### config.mk
export PLATFORM = sky130hd
export DESIGN_NAME = wb_regfile_scoreboard
export DESIGN_NICKNAME = d
export VERILOG_FILES = /design/src/rtl/wb_regfile_scoreboard.sv
export SDC_FILE = /design/constraint.sdc
export NUM_CORES = 2
export LEC_CHECK = 0
export CORE_MARGIN = 2
export CORE_UTILIZATION = 40
export DETAILED_ROUTE_END_ITERATION = 8
export DONT_BUFFER_PORTS = 1
export SLEW_MARGIN = 20
export SYNTH_ARGS = -nofsm -noshare
export SYNTH_HDL_FRONTEND = slang
export SYNTH_SLANG_ARGS = --single-unit
export TNS_END_PERCENT = 1
### constraint.sdc
create_clock -name clk -period 3.5 [get_ports clk]
set_clock_uncertainty 0.15 [all_clocks]
set_input_delay 0.525 -clock clk [delete_from_list [all_inputs] [get_ports clk]]
set_output_delay 0.525 -clock clk [all_outputs]
set_load 0.05 [all_outputs]
### src/rtl/wb_regfile_scoreboard.sv
// rtl/wb_regfile_scoreboard.sv - writeback GPR file with bypassed read ports and pending-write scoreboard
module wb_regfile_scoreboard #(
  parameter int DW    = 32,
  parameter int AW    = 5,
  parameter int CNT_W = 2
) (
  input  logic          clk,
  input  logic          rst_n,
  input  logic          wb_regwrite,
  input  logic          wb_memtoreg,
  input  logic [AW-1:0] wb_wn,
  input  logic [DW-1:0] wb_cal_data,
  input  logic [DW-1:0] wb_rd_data,
  input  logic [AW-1:0] rs_addr,
  input  logic [AW-1:0] rt_addr,
  input  logic          rs_used,
  input  logic          rt_used,
  output logic [DW-1:0] rs_data,
  output logic [DW-1:0] rt_data,
  input  logic          issue_valid,
  input  logic [AW-1:0] issue_wn,
  output logic          stall,
  output logic          sb_err
);

  localparam int NREG = 1 << AW;
  localparam logic [CNT_W-1:0] CNT_MAX  = '1;
  localparam logic [CNT_W-1:0] CNT_ZERO = '0;
  localparam logic [CNT_W-1:0] CNT_ONE  = CNT_W'(1);

  logic [DW-1:0]    gpr [NREG];
  logic [CNT_W-1:0] cnt [NREG];

  logic [DW-1:0]    wb_data;
  logic             wb_we;
  logic             accept;
  logic [NREG-1:0]  acc_vec;
  logic [NREG-1:0]  ret_vec;
  logic             same_reg;
  logic             ovf_evt;
  logic             unf_evt;
  logic             err_evt;

  logic [CNT_W-1:0] rs_cnt;
  logic [CNT_W-1:0] rt_cnt;
  logic             rs_ret;
  logic             rt_ret;
  logic             rs_busy;
  logic             rt_busy;

  // Writeback data select; register 0 never takes a write
  assign wb_data = wb_memtoreg ? wb_rd_data : wb_cal_data;
  assign wb_we   = wb_regwrite && (wb_wn != '0);

  // Read ports: zero register, then write-through bypass, then stored value
  assign rs_data = (rs_addr == '0) ? '0 :
                   (wb_we && (wb_wn == rs_addr)) ? wb_data : gpr[rs_addr];
  assign rt_data = (rt_addr == '0) ? '0 :
                   (wb_we && (wb_wn == rt_addr)) ? wb_data : gpr[rt_addr];

  // A source is busy if writes remain pending after this cycle's retirement;
  // an underflowing retire leaves nothing pending rather than wrapping
  always_comb begin
    rs_cnt  = cnt[rs_addr];
    rt_cnt  = cnt[rt_addr];
    rs_ret  = wb_we && (wb_wn == rs_addr);
    rt_ret  = wb_we && (wb_wn == rt_addr);
    rs_busy = rs_used && (rs_addr != '0) && (rs_cnt != CNT_ZERO) &&
              !(rs_ret && (rs_cnt == CNT_ONE));
    rt_busy = rt_used && (rt_addr != '0) && (rt_cnt != CNT_ZERO) &&
              !(rt_ret && (rt_cnt == CNT_ONE));
    stall   = rs_busy || rt_busy;
  end

  // One-hot issue/retire masks and scoreboard error detection for this cycle
  always_comb begin
    accept   = issue_valid && (issue_wn != '0) && !stall;
    acc_vec  = {NREG{accept}} & (NREG'(1) << issue_wn);
    ret_vec  = {NREG{wb_we}}  & (NREG'(1) << wb_wn);
    same_reg = accept && wb_we && (issue_wn == wb_wn);
    ovf_evt  = accept && !same_reg && (cnt[issue_wn] == CNT_MAX);
    unf_evt  = wb_we  && !same_reg && (cnt[wb_wn] == CNT_ZERO);
    err_evt  = ovf_evt || unf_evt;
  end

  // GPR storage; entry 0 stays zero because wb_we excludes it
  always_ff @(posedge clk or negedge rst_n) begin
    if (!rst_n) begin
      for (int i = 0; i < NREG; i++) gpr[i] <= '0;
    end else if (wb_we) begin
      gpr[wb_wn] <= wb_data;
    end
  end

  // Pending-write counters: issue increments, retire decrements, both cancel;
  // saturate at the ends instead of wrapping
  always_ff @(posedge clk or negedge rst_n) begin
    if (!rst_n) begin
      for (int i = 0; i < NREG; i++) cnt[i] <= '0;
    end else begin
      for (int r = 1; r < NREG; r++) begin
        if (acc_vec[r] && !ret_vec[r]) begin
          if (cnt[r] != CNT_MAX) cnt[r] <= cnt[r] + CNT_ONE;
        end else if (ret_vec[r] && !acc_vec[r]) begin
          if (cnt[r] != CNT_ZERO) cnt[r] <= cnt[r] - CNT_ONE;
        end
      end
    end
  end

  // Sticky error flag, cleared only by reset
  always_ff @(posedge clk or negedge rst_n) begin
    if (!rst_n) begin
      sb_err <= 1'b0;
    end else if (err_evt) begin
      sb_err <= 1'b1;
    end
  end

endmodule

==> reports/results.ini <==
[floorplan]
start_util_pct = 40.2
die_x_um = 386
die_area_um2 = 149000
core.rowCount = 140
die_y_um = 386
coreArea_um2 = 145000
design.portCount = 157

[cts]
path_clk_slew_ps = 60
cts_sinks = 1087
cts_tree = yes
numCtsBuffers = 111
clk_latency_ps = 720
root_buffer = clkbuf_16
h-tree-depth = 3
clockBufferDepth = 3

[grt]
grt_pass1_wl_mm = 284
grt_start_max_net_pins = 282
grt_pass1_vias = 43200
overflow = 0
grt_usage_pct = 25.2
antenna_found_initial = 4

[detailed_routing]
first_pass_iters = 6
vias_per_cell = 6.15
drtIter0Drc = 4583
wl_per_cell_um = 27.1
via_count = 42500
drcViolationCount = 0
ant_nets = 0
wl_mm = 187

[final_layout]
final_core_util_pct = 46.5
drive_gt1_share_pct = 27.5
final_common_cell = dfrtp_1
final_cell_mix = 1080 x dfrtp_1, 667 x mux4_2, 549 x a21oi_1
nets = 5025
synthToLayoutAreaGrowth_pct = 15.6

[setup_path]
path_max_fanout = 276
crit_chain = mux4_2 > mux4_2 > nor2b_1 > a211oi_2 > buf_4 > a211oi_2 > buf_6
startpoint_type = input port
path_buf_inv = 2
critPathKind = in2out
cp.required_ps = 2820
critPathCaptureType = primary output
crit_family = multiplexers
cp_slowest_cell = mux4_2
arrival_ps = 3020
cpPeakStageDelay_ps = 720

[timing]
rsz0062_at_grt = true
fmax_ghz = 0.271
fin_crit_ps = 3690
hold_viol_final = 145
finalCritPeriodShare_pct = 105
worst_pin_slew_ps = 959
fin_ws_ps = -192
relSlewSlack_pct = 36.1
finalSetupViolCount = 57
slew_violations = 0
whs_ps = -629

[power]
p_leak_nw = 27.6
clockPowerShare_pct = 32.2
swShare_pct = 28.9
power_density_nw_per_um2 = 580
p_seq_share_pct = 43.2
peakVddDrop_uv = 459
power_switching_w = 0.0113
power_w = 0.0392
p_comb_share_pct = 24.6
p_int_w = 0.0279

[placed_design]
globalplace.congestion = 0.844
dp_slack_ps = -328
portBuffers = 0
dpl.hpwl_mm = 105

[yosys]
ys.flop_type = dfrtp_1
ys_ff_latch = 1087
yosysWarnings = 2
synth.cell_area_um2 = 58500
syn_avg_cell_area_um2 = 11.5
synthArstFlopShare_pct = 100
synth_nets = 5210
seq_area_frac_synth_pct = 46.5
syn_inst = 5088
synth_edf_count = 0
synth_cell_types = 61

[outcome]
status = finished with violations
violations = negative hold slack, negative setup slack

[run]
cap_violations = 0

[min_path]
hp-class = in2async

## worst reg2reg max path, cell delays in order, from the launching register on
cell,delay [ps]
dfrtp_1,410
mux4_2,470
a22o_1,250
nor4b_2,250
buf_4,150
nor4_1,50
or3_4,410
buf_12,150
buf_4,240
nor4_1,340
ha_1,330
o21bai_1,180
mux2i_1,120
## registers in the layout, summed over array words and instances (netlist names)
| register | count |
|---|---|
| sb_err | 1 |
| gpr | 1024 |
| cnt | 62 |
## worst paths after layout
path,from,to,slack (ps),cells past startpoint
worst min register to register,gpr[1013],gpr[1013],240,0
min in group clk,wb_memtoreg,gpr[888],70,2
max in group asynchronous,rst_n,gpr[803],1370,4
worst min-delay path,rst_n,gpr[751],-630,0
worst max register to register,cnt[16],cnt[22],-90,12
worst max-delay path,rs_addr[0],rs_data[16],-190,7
## final cells by class
| cell class | count | area (um^2) |
|---|---|---|
| antenna | 1 | 2.50 |
| tap | 1917 | 2400 |
| sequential | 1087 | 27200 |
| multi-input combinational | 3413 | 30900 |
| fill | 13000 | 77800 |
| clock inverter | 41 | 614 |
| timing repair buffer | 272 | 3180 |
| clock buffer | 161 | 3200 |
| inverter | 18 | 67.6 |
## power by group through the flow
stage	Clock (W)	Combinational (W)	Sequential (W)
floorplan	0	0.00720	0.0165
global placement	0	0.00907	0.0169
detailed placement	0	0.00929	0.0171
CTS	0.0128	0.00963	0.0169
global route	0.0133	0.0104	0.0173
finish	0.0126	0.00967	0.0169
## metal layers
| layer | global-route usage (%) | wire [um] |
|---|---|---|
| met2 | 38.1 | 85000 |
| met4 | 7.91 | 6380 |
| met3 | 5.20 | 17300 |
| met5 | 0 | 0 |
| met1 | 36.6 | 78900 |
## synthesized netlist by cell type (10+ instances only)
library cell	n	area share, %
dfrtp_1	1087	47
mux4_2	666	26
nand2_1	558	3.6
o21ai_0	550	4.7
a21oi_1	549	4.7
nor2_1	545	3.5
clkbuf_1	432	2.8
a211oi_1	135	1.7
mux2i_1	85	1.5
buf_1	76	0.49
nor2b_1	67	0.72
buf_2	55	0.47
and2_1	34	0.36
ha_1	31	0.66
o21bai_1	31	0.40
nor4_1	29	0.31
nor3_1	19	0.16
inv_1	17	0.11
nand3_1	10	0.086
xor2_1	10	0.15
## cells by family after synthesis
| group | share of synthesized area, % |
|---|---|
| xor gates and xnor gates | 0.225 |
| and+or+nand+nor | 9.23 |
| buffers and inverters | 3.99 |
| adders and majority gates | 0.663 |
| AOI/OAI and AO/OA | 12.1 |
| DFF | 46.5 |
| muxes | 27.3 |
## per-stage QoR
step | hold slack, ps | instance area [um^2] | setup TNS (ps) | cells
after floorplan | 79.4 | 59300 | -14530 | 5088
after global placement | 94.4 | 62700 | -12350 | 6679
after detailed placement | 96.0 | 62700 | -15720 | 6682
after CTS | -673 | 67400 | -2580 | 6903
after global routing | -673 | 67600 | -9660 | 6909
final | -629 | 67600 | -2820 | 6910
## what timing repair did
| item | 4_1_cts | 5_1_grt |
|---|---|---|
| setup endpoints to repair | 82 | 121 |
| hold buffers | 19 | 4 |
| gates cloned | 0 | 0 |
| pin swaps | 91 | 9 |
| endpoints found under the hold margin | 668 | 308 |
| gates resized for setup | 152 | 25 |
| buffers inserted | 3 | 0 |
No activity file was read; power rests on OpenSTA's default activity.
